==> src/rtl/sym_cn_lut_loader_if.sv <==
// sym_cn_lut_loader_if: load control, entry stream and CN LUT write-port bundle.
// Rev 1.0 - initial release.
`default_nettype none

interface sym_cn_lut_loader_if #(
  parameter int ENTRY_W = 3,
  parameter int PAGE_AW = 5
);
  logic               load_start;
  logic               load_offset;
  logic               load_busy;
  logic               load_done;
  logic               load_err;
  logic [ENTRY_W-1:0] in_data;
  logic               in_valid;
  logic               in_last;
  logic               in_ready;
  logic [ENTRY_W-1:0] lut_in_bank0;
  logic [ENTRY_W-1:0] lut_in_bank1;
  logic [PAGE_AW-1:0] page_write_addr;
  logic               write_addr_offset;
  logic               we;

  // master is the loader itself; slave is the surrounding source/LUT side
  modport master (
    input  load_start, load_offset, in_data, in_valid, in_last,
    output load_busy, load_done, load_err, in_ready,
           lut_in_bank0, lut_in_bank1, page_write_addr, write_addr_offset, we
  );

  modport slave (
    output load_start, load_offset, in_data, in_valid, in_last,
    input  load_busy, load_done, load_err, in_ready,
           lut_in_bank0, lut_in_bank1, page_write_addr, write_addr_offset, we
  );
endinterface

`default_nettype wire

==> src/rtl/sym_cn_lut_loader.sv <==
// sym_cn_lut_loader: pairs a serial entry stream into bank0/bank1 words and writes PAGE_NUM pages.
// Rev 1.0 - initial release.
`default_nettype none

module sym_cn_lut_loader #(
  parameter int ENTRY_W  = 3,
  parameter int PAGE_AW  = 5,
  parameter int PAGE_NUM = 32
) (
  input  logic                 write_clk,
  input  logic                 rst,
  sym_cn_lut_loader_if.master  bus
);

  localparam logic [2:0] S_IDLE  = 3'd0;
  localparam logic [2:0] S_FILL0 = 3'd1;
  localparam logic [2:0] S_FILL1 = 3'd2;
  localparam logic [2:0] S_WRITE = 3'd3;
  localparam logic [2:0] S_DONE  = 3'd4;

  localparam logic [PAGE_AW-1:0] LAST_PAGE = PAGE_AW'(PAGE_NUM - 1);

  logic [2:0]         state_q, state_d;
  logic [PAGE_AW-1:0] page_cnt_q, page_cnt_d;
  logic [ENTRY_W-1:0] hold_q;
  logic [ENTRY_W-1:0] bank0_q, bank1_q;
  logic [PAGE_AW-1:0] addr_q;
  logic               offset_q;
  logic               err_q;

  logic fill_w;
  logic beat_acc_w;
  logic final_beat_w;
  logic start_acc_w;

  assign fill_w       = (state_q == S_FILL0) || (state_q == S_FILL1);
  assign beat_acc_w   = fill_w && bus.in_valid;
  assign final_beat_w = (state_q == S_FILL1) && (page_cnt_q == LAST_PAGE);
  assign start_acc_w  = (state_q == S_IDLE) && bus.load_start;

  always_comb begin
    state_d    = state_q;
    page_cnt_d = page_cnt_q;
    case (state_q)
      S_IDLE: begin
        if (bus.load_start) begin
          state_d    = S_FILL0;
          page_cnt_d = '0;
        end
      end
      S_FILL0: if (bus.in_valid) state_d = S_FILL1;
      S_FILL1: if (bus.in_valid) state_d = S_WRITE;
      S_WRITE: begin
        if (page_cnt_q == LAST_PAGE) begin
          state_d = S_DONE;
        end else begin
          state_d    = S_FILL0;
          page_cnt_d = page_cnt_q + PAGE_AW'(1);
        end
      end
      S_DONE:  state_d = S_IDLE;
      default: state_d = S_IDLE;
    endcase
  end

  always_ff @(posedge write_clk) begin
    if (rst) begin
      state_q    <= S_IDLE;
      page_cnt_q <= '0;
      hold_q     <= '0;
      bank0_q    <= '0;
      bank1_q    <= '0;
      addr_q     <= '0;
      offset_q   <= 1'b0;
      err_q      <= 1'b0;
    end else begin
      state_q    <= state_d;
      page_cnt_q <= page_cnt_d;
      if (start_acc_w) begin
        offset_q <= bus.load_offset;
        err_q    <= 1'b0;
      end
      if (beat_acc_w && (state_q == S_FILL0)) begin
        hold_q <= bus.in_data;
      end
      // The write word is only published once both halves are in, so the LUT side sees a stable pair
      if (beat_acc_w && (state_q == S_FILL1)) begin
        bank0_q <= hold_q;
        bank1_q <= bus.in_data;
        addr_q  <= page_cnt_q;
      end
      if (beat_acc_w && (bus.in_last != final_beat_w)) begin
        err_q <= 1'b1;
      end
    end
  end

  assign bus.in_ready          = fill_w;
  assign bus.we                = (state_q == S_WRITE);
  assign bus.load_busy         = (state_q != S_IDLE);
  assign bus.load_done         = (state_q == S_DONE);
  assign bus.load_err          = err_q;
  assign bus.lut_in_bank0      = bank0_q;
  assign bus.lut_in_bank1      = bank1_q;
  assign bus.page_write_addr   = addr_q;
  assign bus.write_addr_offset = offset_q;

endmodule

`default_nettype wire

==> src/flat_wrapper.sv <==
// flat-port wrapper written by rule: the top's interface ports become plain ports
module sym_cn_lut_loader_flat 
#(
  parameter int ENTRY_W  = 3,
  parameter int PAGE_AW  = 5,
  parameter int PAGE_NUM = 32
)
  (write_clk, rst, bus_load_start, bus_load_offset, bus_in_data, bus_in_valid, bus_in_last, bus_load_busy, bus_load_done, bus_load_err, bus_in_ready, bus_lut_in_bank0, bus_lut_in_bank1, bus_page_write_addr, bus_write_addr_offset, bus_we);
  sym_cn_lut_loader_if #(.ENTRY_W(ENTRY_W), .PAGE_AW(PAGE_AW)) bus_i ();
  input  logic write_clk;
  input  logic rst;
  input wire logic [$bits(bus_i.load_start)-1:0] bus_load_start;
  input wire logic [$bits(bus_i.load_offset)-1:0] bus_load_offset;
  input wire logic [$bits(bus_i.in_data)-1:0] bus_in_data;
  input wire logic [$bits(bus_i.in_valid)-1:0] bus_in_valid;
  input wire logic [$bits(bus_i.in_last)-1:0] bus_in_last;
  output wire logic [$bits(bus_i.load_busy)-1:0] bus_load_busy;
  output wire logic [$bits(bus_i.load_done)-1:0] bus_load_done;
  output wire logic [$bits(bus_i.load_err)-1:0] bus_load_err;
  output wire logic [$bits(bus_i.in_ready)-1:0] bus_in_ready;
  output wire logic [$bits(bus_i.lut_in_bank0)-1:0] bus_lut_in_bank0;
  output wire logic [$bits(bus_i.lut_in_bank1)-1:0] bus_lut_in_bank1;
  output wire logic [$bits(bus_i.page_write_addr)-1:0] bus_page_write_addr;
  output wire logic [$bits(bus_i.write_addr_offset)-1:0] bus_write_addr_offset;
  output wire logic [$bits(bus_i.we)-1:0] bus_we;
  assign bus_i.load_start = bus_load_start;
  assign bus_i.load_offset = bus_load_offset;
  assign bus_i.in_data = bus_in_data;
  assign bus_i.in_valid = bus_in_valid;
  assign bus_i.in_last = bus_in_last;
  assign bus_load_busy = bus_i.load_busy;
  assign bus_load_done = bus_i.load_done;
  assign bus_load_err = bus_i.load_err;
  assign bus_in_ready = bus_i.in_ready;
  assign bus_lut_in_bank0 = bus_i.lut_in_bank0;
  assign bus_lut_in_bank1 = bus_i.lut_in_bank1;
  assign bus_page_write_addr = bus_i.page_write_addr;
  assign bus_write_addr_offset = bus_i.write_addr_offset;
  assign bus_we = bus_i.we;
  sym_cn_lut_loader #(.ENTRY_W(ENTRY_W), .PAGE_AW(PAGE_AW), .PAGE_NUM(PAGE_NUM)) u_core (.write_clk(write_clk), .rst(rst), .bus(bus_i));
endmodule
==> config.mk <==
export PLATFORM = sky130hd
export DESIGN_NAME = sym_cn_lut_loader_flat
export DESIGN_NICKNAME = d
export VERILOG_FILES = /design/src/rtl/sym_cn_lut_loader_if.sv /design/src/rtl/sym_cn_lut_loader.sv /design/src/flat_wrapper.sv
export SDC_FILE = /design/constraint.sdc
export NUM_CORES = 1
export LEC_CHECK = 0
export ABC_AREA = 1
export BUFFER_PORTS_ARGS = -buffer_cell sky130_fd_sc_hd__buf_2
export CORE_UTILIZATION = 50
export CTS_CLUSTER_DIAMETER = 200
export DETAILED_ROUTE_END_ITERATION = 10
export MAX_ROUTING_LAYER = met4
export PLACE_DENSITY = 0.72
export SETUP_SLACK_MARGIN = 0.15
export SYNTH_ARGS = -nofsm -noshare
export SYNTH_HDL_FRONTEND = slang
export SYNTH_SLANG_ARGS = --single-unit
==> constraint.sdc <==
create_clock -name write_clk -period 2 [get_ports write_clk]
set_clock_uncertainty 0.2 [all_clocks]
set_input_delay 0.3 -clock write_clk [delete_from_list [all_inputs] [get_ports write_clk]]
set_output_delay 0.3 -clock write_clk [all_outputs]
set_load 0.01 [all_outputs]
==> summary.md, run 1 <==
| Metric | Value |
|---|---|
| Largest net degree at the start of global routing | `17` |
| Top-area cell type share of the netlist area | `43.89%` |
| Cell area after synthesis | `1095 um2` |
| Final worst hold slack | `0.005106 ns` |
| Final weighted congestion in routability-driven placement | `0.9327` |
| Clock-pin slew on the worst setup and hold paths | `0.14 ns` |
| Skew-Pair Late Insertion Delay | `0.32 ns` |
| Global-route congestion overflow total | `0` |
| # clock sinks | `24` |
| Fraction of final layout cells with drive strength greater than 1 | `28.65%` |
| Highest attainable clock frequency | `572.3 MHz` |
| Die Height | `48.80 um` |
| DRC violation count after routing | `0` |
| Number of buffers inserted during clock tree synthesis | `3` |
| ANT nets after route | `0` |
| Data required time of the critical path | `2.08 ns` |
| Reg2reg path depth | `9` |
| Status | `finished clean` |
| Unrepaired setup endpoints after global routing | `false` |
| P&R area growth vs syn | `17.37%` |
| Drt initial violations | `15` |
| Slew HR | `70.95%` |
| Worst hold path startpoint | `bus_in_data[0]` |
| First-pass GRT wire length | `4298 um` |
| Capturing element type of the critical path | `flop` |
| Fin crit share | `87.37%` |
| Leak | `0.0006417 uW` |
| Count of distinct cell types in the synthesized netlist | `24` |
| Count of final setup violators | `0` |
| Via count normalized by instance count | `5.076` |
| Via count of the first global-routing pass | `957` |
| Mux contribution to synthesized area | `0%` |
| Start of the worst register-to-register path | `u_core.page_cnt_q[1]` |
| Router iterations before antenna repair | `4` |
| Estimated wirelength of the detail-placed design | `1692 um` |
| Number of buffers added for setup after CTS | `0` |
| Count of yosys warnings during synthesis | `0` |
| Net count after synthesis | `158` |
| Total via count in the routed design | `1005` |
| Diode insertion count for antenna repair | `0` |
| Type of the most critical hold path | `in2reg` |
| Die Width | `48.80 um` |
| Sequential-to-total area share from yosys stat | `43.89%` |
| Post-Syn Instances | `147` |
| Xor and xnor area share after synthesis | `0.8000%` |
| Pwr per Cell Area | `821.8 nW/um2` |
| Compound-Gate Fraction of Synth Area | `10.51%` |
| Root Buffer Master | `clkbuf_4` |
| Area share of and/or/nand/nor cells after synthesis | `32.00%` |
| Area of the core region | `2002 um2` |
| Cell types with the largest area share after synthesis | `dfxtp_1 44%, nor2_1 11%, nand2_1 7.2%` |
| Maximum vdd drop | `0.4072 mV` |
| Mean post-synth cell area | `7.448 um2` |
| CTS Hold Buffers Added | `0` |
| Arrival time at the worst endpoint | `1.83 ns` |
| DR WL/cell | `12.04 um` |
| Setup TNS | `0 ns` |
| Max-capacitance violation count | `0` |
| Cell taking the most area after synthesis | `dfxtp_1` |
| Net count reported at finish | `183` |
| CTS H-tree depth | `1` |
| CP startpoint | `u_core.page_cnt_q[1]` |
| Fraction of the mapped netlist area in adder cells | `2.286%` |
| Yosys reg bits | `24` |
| Post-Route WL | `2383 um` |
| Global-route usage over all layers | `24.04%` |
| Type of the worst setup path | `reg2reg` |
| Dominant combinational cell family by area after synthesis | `simple AND/OR/NAND/NOR gates` |
| Critical Path Fanout Max | `4` |
| Utilization after layout | `64.19%` |
| Worst-Margin Slew | `0.4352 ns` |
| Number of buffers added on ports | `25` |
| Clk buf depth | `2` |
| Antenna violations before repair | `0` |
| Number of stages on the worst hold path | `3` |
| Top Ports | `26` |
| Element type at the critical path start | `flop` |
| Row count | `16` |
| Final Hold Vio Count | `0` |
| Effective utilization at floorplan | `54.69%` |
| Die outline area | `2381 um2` |
| Final count of pins violating max slew | `0` |
| Fin crit period | `1.747 ns` |
| TritonCTS clock tree | `done` |
==> path summary, 6_finish.rpt <==
path	end	slack, ns
setup reg to reg	u_core.bus.load_err	0.25
hold / removal	u_core.hold_q[0]	0.005
hold reg to reg	u_core.bus.write_addr_offset	0.29
setup / recovery	u_core.bus.load_err	0.25
==> where the power goes <==
part / switching [uW] / leakage [uW] / total [uW] / internal (uW)
sequential: 30.4 / 0.000196 / 537 / 506
combinational: 98.3 / 0.000418 / 160 / 62.2
clock: 156 / 0.0000279 / 359 / 203
==> metal layers <==
layer  share of wire (%)  vias up  track usage (%)
met5                   0        -                -
met4                 1.7        0            10.29
met3                 3.6        5            4.050
met2                  49       17            38.19
met1                  46      470            30.18
li1                    -      513                -
==> timing repair <==
action / CTS / global route
gates resized for setup: 1 / 6
pin swaps: 0 / 0
setup endpoints to repair: 1 / 9
==> synthesized netlist by cell type <==
library cell,n
nor2_1,33
dfxtp_1,24
nand2_1,21
inv_1,13
a21oi_1,8
o21ai_1,8
nand3_1,7
o21ai_0,7
buf_6,3
inv_2,3
nand3_2,3
buf_2,2
ha_1,2
nor2_2,2
nor3_1,2
and3_1,1
clkinv_2,1
inv_4,1
nand2_2,1
nand3_4,1
nand4_1,1
nand4_2,1
nor2_4,1
xor2_1,1
==> registers in the layout (all words and copies together) (netlist names) <==
register / flops
u_core.bus.lut_in_bank1: 3
u_core.hold_q: 3
u_core.bus.write_addr_offset: 1
u_core.bus.lut_in_bank0: 3
u_core.page_cnt_q: 5
u_core.state_q: 3
u_core.bus.load_err: 1
u_core.bus.page_write_addr: 5
==> cell usage in the layout (no fill, tap or decap), types with 2 or more instances in the layout <==
cell type  instances
a21oi_1            8
buf_2             25
clkbuf_4           3
dfxtp_1           21
dfxtp_2            3
inv_1             13
inv_2              3
nand2_1           20
nand2_2            2
nand3_1            7
nand3_2            3
nor2_1            33
nor2_2             2
o21ai_0            7
o21ai_1            8
==> cell type report <==
| type | instances | area (um2) |
|---|---|---|
| fillers | 186 | 716.9 |
| multi-input cells | 100 | 518.0 |
| flip-flops and latches | 24 | 484.2 |
| repair buffers | 25 | 125.1 |
| inverters | 18 | 71.32 |
| well taps | 27 | 33.78 |
| clock inverters | 1 | 30.03 |
| clock buffers | 3 | 22.52 |
==> logic make-up (layout without fill, tap and decap cells) <==
kind of cell | Yosys count | in the layout
AO/OA/AOI/OAI | 23 | 23
XOR/XNOR | 1 | 1
adder cells (fa/ha/maj) | 2 | 2
buffers and inverters | 23 | 47
flip-flops | 24 | 24
AND/OR/NAND/NOR | 74 | 74
==> critical path: stages (launching register included) <==
cell and delay [ns]:
dfxtp_1 0.41, ha_1 0.19, nand2_1 0.07, nor2_1 0.10, ha_2 0.22, inv_1 0.09, nor2_1 0.14, xor2_1 0.16
nand2_1 0.06, nand2_1 0.05
==> through the flow <==
step | setup WS, ns | power (uW) | instance area [um2] | cells
after global routing | 0.1484 | 1107 | 1285 | 198
final | 0.2526 | 1056 | 1285 | 198
after global placement | 0.3032 | 694.5 | 1210 | 194
after floorplan | 0.4345 | 659.4 | 1095 | 147
after detailed placement | 0.2604 | 700.5 | 1210 | 194
after CTS | 0.1636 | 1057 | 1264 | 198
Note: power is estimated with default switching activity, not from simulation.
==> run 2, diff against run 1 <==
--- a/config.mk
+++ b/config.mk
@@ -7,6 +7,8 @@
 export LEC_CHECK = 0
 export ABC_AREA = 1
 export BUFFER_PORTS_ARGS = -buffer_cell sky130_fd_sc_hd__buf_2
+export CAP_MARGIN = 20
+export CORE_ASPECT_RATIO = 0.75
 export CORE_UTILIZATION = 50
 export CTS_CLUSTER_DIAMETER = 200
 export DETAILED_ROUTE_END_ITERATION = 10
==> run 2 against run 1 <==
- non-clock buffer count increased by 1
- wire length down 6.2%
- setup slack gained 0.010 ns
==> summary.md, run 2 (same netlist as run 1, synthesis figures left out) <==
| Metric | Value |
|---|---|
| Die Height | `42.53 um` |
| Internal Power | `678.5 uW` |
| Number of buffers added on ports | `25` |
| CTS Hold Buffers Added | `0` |
| Share of power burned in combinational logic | `16.7%` |
| Leak | `0.0006401 uW` |
| Relative contribution of sequential cells to total power | `56.4%` |
| Area of the core region | `2032 um2` |
| Fraction of final layout cells with drive strength greater than 1 | `29.07%` |
| Setup TNS | `0 ns` |
| DR WL/cell | `11.41 um` |
| First-pass GRT wire length | `3884 um` |
| Die Width | `56.03 um` |
| Global-route congestion overflow total | `0` |
| Antenna violations before repair | `0` |
| Type of the worst setup path | `reg2reg` |
| Die outline area | `2383 um2` |
| Diode insertion count for antenna repair | `0` |
| Count of final setup violators | `0` |
| Slew HR | `72.66%` |
| Final weighted congestion in routability-driven placement | `0.8356` |
| Highest attainable clock frequency | `575.7 MHz` |
| Fin crit share | `86.85%` |
| Row count | `14` |
| Via count of the first global-routing pass | `922` |
| Net count reported at finish | `184` |
| Element type at the critical path start | `flop` |
| Clock-pin slew on the worst setup and hold paths | `0.13 ns` |
| TritonCTS clock tree | `done` |
| Estimated wirelength of the detail-placed design | `1652 um` |
| Max-capacitance violation count | `0` |
| Clk buf depth | `2` |
| Sw power | `268.6 uW` |
| Global-route usage over all layers | `21.24%` |
| ANT nets after route | `0` |
| Skew-Pair Late Insertion Delay | `0.31 ns` |
| Effective utilization at floorplan | `53.88%` |
| Via count normalized by instance count | `5.015` |
| Critical Path Fanout Max | `5` |
| Worst-Margin Slew | `0.4096 ns` |
| Unrepaired setup endpoints after global routing | `false` |
| Clock power share | `26.9%` |
| # clock sinks | `24` |
| Maximum vdd drop | `0.4318 mV` |
| Switching share of power | `28.36%` |
| Pwr per Cell Area | `745.0 nW/um2` |
| Leading cell types in the layout, fill and taps excluded | `33 x nor2_1, 25 x buf_2, 20 x nand2_1, 20 x dfxtp_1, 13 x inv_1` |
| Root Buffer Master | `clkbuf_4` |
| Post-Route WL | `2236 um` |
| Status | `finished clean` |
| Number of filler instances in the final layout | `196` |
| Arrival time at the worst endpoint | `1.81 ns` |
| Type of the most critical hold path | `in2reg` |
| Capturing element type of the critical path | `flop` |
| Fin crit period | `1.737 ns` |
| Largest net degree at the start of global routing | `17` |
| Number of buffers inserted during clock tree synthesis | `3` |
| Drt initial violations | `14` |
| Data required time of the critical path | `2.07 ns` |
| P&R area growth vs syn | `16.11%` |
| Top Ports | `26` |
| Router iterations before antenna repair | `4` |
| Post-layout power | `947.1 uW` |
| CTS H-tree depth | `1` |
| Total via count in the routed design | `983` |
| Final Hold Vio Count | `0` |
| Final count of pins violating max slew | `0` |
| Most common library cell in the layout ignoring fill and taps | `nor2_1` |
| DRC violation count after routing | `0` |
run 2: cell types whose count changed in the layout (fill, tap and decap cells not counted), sizes merged:
cell | previous run | this run
buf | 25 | 26
clkbuf | 3 | 4
bufinv | 1 | 0
run 2: stage by stage:
| step | instance area [um2] | setup slack, ns | cells | util [%] | hold WS [ns] |
|---|---|---|---|---|---|
| final | 1271 | 0.2630 | 196 | 62.56 | 0.01771 |
| after global routing | 1271 | 0.1103 | 196 | 62.56 | 0.01869 |
| after CTS | 1251 | 0.1586 | 196 | 61.58 | 0.006806 |
| after detailed placement | 1214 | 0.2157 | 192 | 59.73 | 0.2512 |
| after global placement | 1214 | 0.2998 | 192 | 59.73 | 0.2365 |
| after floorplan | 1095 | 0.4345 | 147 | - | 0.2349 |
run 2: layout make-up:
cell class / instances / area, um2 / area share (%)
tap: 24 / 30.03 / 2.362
timing repair buffer: 26 / 132.6 / 10.43
sequential: 24 / 488.0 / 38.39
inverter: 18 / 71.32 / 5.610
multi-input combinational: 100 / 513.0 / 40.35
clock buffer: 4 / 36.28 / 2.854
run 2: final timing paths:
| kind | slack (ns) | from | to | cells past startpoint |
|---|---|---|---|---|
| worst max-delay path | 0.26 | u_core.page_cnt_q[0] | u_core.bus.load_err | 9 |
| worst max register to register | 0.26 | u_core.page_cnt_q[0] | u_core.bus.load_err | 9 |
| worst min register to register | 0.27 | u_core.bus.write_addr_offset | u_core.bus.write_addr_offset | 2 |
| worst min-delay path | 0.02 | bus_in_data[1] | u_core.bus.lut_in_bank1[1] | 3 |
run 2: worst max-delay path, stage by stage, from the launching register on:
cell	delay (ns)
dfxtp_4	0.39
ha_1	0.18
nand2_1	0.08
nor2_1	0.11
ha_2	0.23
inv_1	0.09
nor2_1	0.14
xor2_1	0.15
nand2_1	0.06
nand2_1	0.05
run 2: per-layer routing:
| layer | vias up | global-route usage [%] | wire [um] |
|---|---|---|---|
| li1 | 514 | - | - |
| met1 | 444 | 26.92 | 1142 |
| met2 | 25 | 34.52 | 986 |
| met3 | 0 | 5.864 | 107 |
| met4 | 0 | 3.902 | 0 |
| met5 | - | - | 0 |
run 2: what timing repair did:
action / 4_1_cts / 5_1_grt
setup buffers: 0 / 0
setup endpoints to repair: 1 / 9
gates resized for setup: 1 / 7
run 2: power by group through the flow:
| stage | combinational (uW) | clock (uW) | sequential, uW |
|---|---|---|---|
| after floorplan | 126 | 0 | 534 |
| after global placement | 154 | 0 | 541 |
| after detailed placement | 157 | 0 | 543 |
| after CTS | 158 | 265 | 533 |
| after global routing | 180 | 273 | 538 |
| final | 158 | 255 | 534 |
==> run 3, diff against run 2 <==
--- a/config.mk
+++ b/config.mk
@@ -5,7 +5,6 @@
 export SDC_FILE = /design/constraint.sdc
 export NUM_CORES = 1
 export LEC_CHECK = 0
-export ABC_AREA = 1
 export BUFFER_PORTS_ARGS = -buffer_cell sky130_fd_sc_hd__buf_2
 export CAP_MARGIN = 20
 export CORE_ASPECT_RATIO = 0.75
@@ -13,7 +12,7 @@
 export CTS_CLUSTER_DIAMETER = 200
 export DETAILED_ROUTE_END_ITERATION = 10
 export MAX_ROUTING_LAYER = met4
-export PLACE_DENSITY = 0.72
+export PLACE_DENSITY = 0.73
 export SETUP_SLACK_MARGIN = 0.15
 export SYNTH_ARGS = -nofsm -noshare
 export SYNTH_HDL_FRONTEND = slang
==> run 3 against run 2 <==
- critical path depth shrank 5
- non-clock buffer count grew 8
- global-route usage shrank 0.35 points
==> summary.md, run 3 <==
| Metric | Value |
|---|---|
| Status | `finished clean` |
| Top-area cell type share of the netlist area | `45.50%` |
| Clock-pin slew on the worst setup and hold paths | `0.13 ns` |
| Type of the worst setup path | `reg2out` |
| Post-DP Area | `1196 um2` |
| Unrepaired setup endpoints after global routing | `true` |
| Element type at the critical path start | `flop` |
| Sequential-to-total area share from yosys stat | `45.50%` |
| Most common library cell in the layout ignoring fill and taps | `buf_2` |
| Pwr per Cell Area | `652.2 nW/um2` |
| Maximum vdd drop | `0.6070 mV` |
| Final weighted congestion in routability-driven placement | `0.8619` |
| Count of final setup violators | `0` |
| Count of distinct cell types in the synthesized netlist | `31` |
| Capturing element type of the critical path | `primary output` |
| Router iterations before antenna repair | `4` |
| Critical path endpoint | `bus_we` |
| Utilization after layout | `68.17%` |
| Leak | `0.0005536 uW` |
| ANT nets after route | `0` |
| Net count after synthesis | `130` |
| Worst setup margin | `0.1617 ns` |
| Area of the core region | `1997 um2` |
| Fin crit share | `91.92%` |
| Diode insertion count for antenna repair | `0` |
| Worst-Margin Slew | `0.4800 ns` |
| CP startpoint | `u_core.state_q[1]` |
| Dominant synthesized flop cell | `dfxtp_1` |
| Worst R2R Setup Slack | `0.19 ns` |
| Largest net degree at the start of global routing | `23` |
| Cell types with the largest area share after synthesis | `dfxtp_1 45%, nand2_1 8.5%, a21oi_1 7.1%` |
| Via count of the first global-routing pass | `744` |
| Critical path cell sequence | `buf_6 -> nor2b_2 -> and2_1 -> buf_2` |
| Yosys reg bits | `24` |
| Crit-path max cell delay | `0.37 ns` |
| Max-capacitance violation count | `0` |
| Layout Cell Area excl Fill | `1361 um2` |
| Fin crit period | `1.838 ns` |
| CTS Hold Buffers Added | `0` |
| Number of filler instances in the final layout | `178` |
| WP depth | `4` |
| TritonCTS clock tree | `done` |
| Count of yosys warnings during synthesis | `0` |
| Ys async rst share | `0%` |
| Global-route usage over all layers | `20.89%` |
| Cell area after synthesis | `1056 um2` |
| Dominant combinational cell family by area after synthesis | `simple AND/OR/NAND/NOR gates` |
| DRC violation count after routing | `0` |
| Data required time of the critical path | `1.50 ns` |
| Mean post-synth cell area | `8.874 um2` |
| Capture point of the worst reg-to-reg path | `u_core.page_cnt_q[2]` |
| Highest attainable clock frequency | `544.0 MHz` |
| Top Ports | `26` |
| Total via count in the routed design | `932` |
| Start of the worst register-to-register path | `u_core.state_q[0]` |
| Die Width | `55.07 um` |
| Final count of pins violating max slew | `0` |
| Post-Route WL | `2333 um` |
| DR WL/cell | `13.49 um` |
| Arrival time at the worst endpoint | `1.34 ns` |
| Net count reported at finish | `161` |
| First-pass GRT wire length | `3360 um` |
| Mux contribution to synthesized area | `6.754%` |
| Drt initial violations | `19` |
| Cell taking the most area after synthesis | `dfxtp_1` |
| Clk buf depth | `2` |
| Most numerous cell types in the synthesized netlist | `24 x dfxtp_1, 24 x nand2_1, 15 x a21oi_1` |
| Die Height | `41.80 um` |
| Root Buffer Master | `clkbuf_4` |
| Final Hold Vio Count | `0` |
| Critical Path Fanout Max | `13` |
| Slew HR | `67.82%` |
| CTS H-tree depth | `1` |
| Skew-Pair Late Insertion Delay | `0.31 ns` |
| Worst Setup Slack post-DPL | `0.01162 ns` |
| EDFF count, synth | `0` |
| Leading cell types in the layout, fill and taps excluded | `25 x buf_2, 24 x nand2_1, 21 x dfxtp_1` |
| Die outline area | `2302 um2` |
| Post-Syn Instances | `119` |
| Effective utilization at floorplan | `52.88%` |
| Reg2reg path depth | `3` |
| Number of buffers added on ports | `25` |
| Row count | `14` |
| Estimated wirelength of the detail-placed design | `1391 um` |
| Xor and xnor area share after synthesis | `1.659%` |
| Number of buffers inserted during clock tree synthesis | `3` |
| Kind of cell with the highest combined delay on the critical path | `flip-flops` |
| Antenna violations before repair | `0` |
| Via count normalized by instance count | `5.387` |
| Count of buffering cells on the critical path with inverters included | `2` |
| P&R area growth vs syn | `28.91%` |
| Slowest cell on crit path | `dfxtp_1` |
| Setup TNS | `0 ns` |
| Compound-Gate Fraction of Synth Area | `11.26%` |
| Global-route congestion overflow total | `0` |
| Fraction of the mapped netlist area in adder cells | `2.370%` |
| Area share of and/or/nand/nor cells after synthesis | `28.20%` |
| # clock sinks | `24` |
| Type of the most critical hold path | `in2reg` |
| Fraction of final layout cells with drive strength greater than 1 | `35.57%` |
[run 3: where the power goes]
group | total, uW | internal [uW] | leakage [uW] | switching [uW]
combinational | 141 | 66.3 | 0.000337 | 75.0
clock | 251 | 111 | 0.0000210 | 139
sequential | 496 | 490 | 0.000195 | 6.46
[run 3: worst min path at each step]
| stage | slack, ns | start | cells past startpoint | to |
|---|---|---|---|---|
| after floorplan | 0.18 | rst | 1 | u_core.state_q[0] |
| after global placement | 0.24 | u_core.bus.lut_in_bank0[0] | 2 | u_core.bus.lut_in_bank0[0] |
| after detailed placement | 0.24 | u_core.bus.lut_in_bank1[0] | 2 | u_core.bus.lut_in_bank1[0] |
| after CTS | 0.01 | bus_load_offset | 3 | u_core.bus.write_addr_offset |
| after global routing | 0.01 | bus_in_data[1] | 3 | u_core.bus.lut_in_bank1[1] |
| final | 0.02 | bus_in_data[2] | 3 | u_core.bus.lut_in_bank1[2] |
[run 3: cell families after synthesis]
group | after synthesis
xor gates and xnor gates | 2
muxes | 7
AOI/OAI and AO/OA | 20
DFF | 24
buffers and inverters | 10
adders and majority gates | 2
and+or+nand+nor | 54
[run 3: routing by layer]
layer	routed length [um]	global-route usage (%)	share of wire, %
met5	0	-	0
met1	1089	28.64	47
met3	95	6.593	4.1
met4	27	3.000	1.2
met2	1120	30.84	48
[run 3: timing repair]
action                                  CTS  global route
endpoints found under the setup margin    7             6
resized for setup                         8            10
gates cloned                              0             0
pin swaps                                 0             4
buffers inserted                          2             4
[run 3: area by class of cell]
| cell class | count | area (um2) | area share (%) |
|---|---|---|---|
| multi-input cells | 85 | 594.3 | 43.66 |
| inverters | 2 | 7.507 | 0.5515 |
| well taps | 24 | 30.03 | 2.206 |
| clock buffers | 4 | 36.28 | 2.665 |
| repair buffers | 34 | 209.0 | 15.35 |
| flip-flops and latches | 24 | 484.2 | 35.57 |
[run 3: metrics by stage]
stage                     hold slack (ns)  std cells  power [uW]
after floorplan                    0.1821        119       576.9
after global placement             0.2390        163       606.4
after detailed placement           0.2445        163       608.3
after CTS                         0.01107        169       866.3
after global routing              0.01333        173       929.5
final                             0.01845        173       887.9
[run 3: tightest hold or removal path, stage by stage]
cell and delay [ns]:
buf_2 0.10, nand2_1 0.05, a21oi_1 0.05
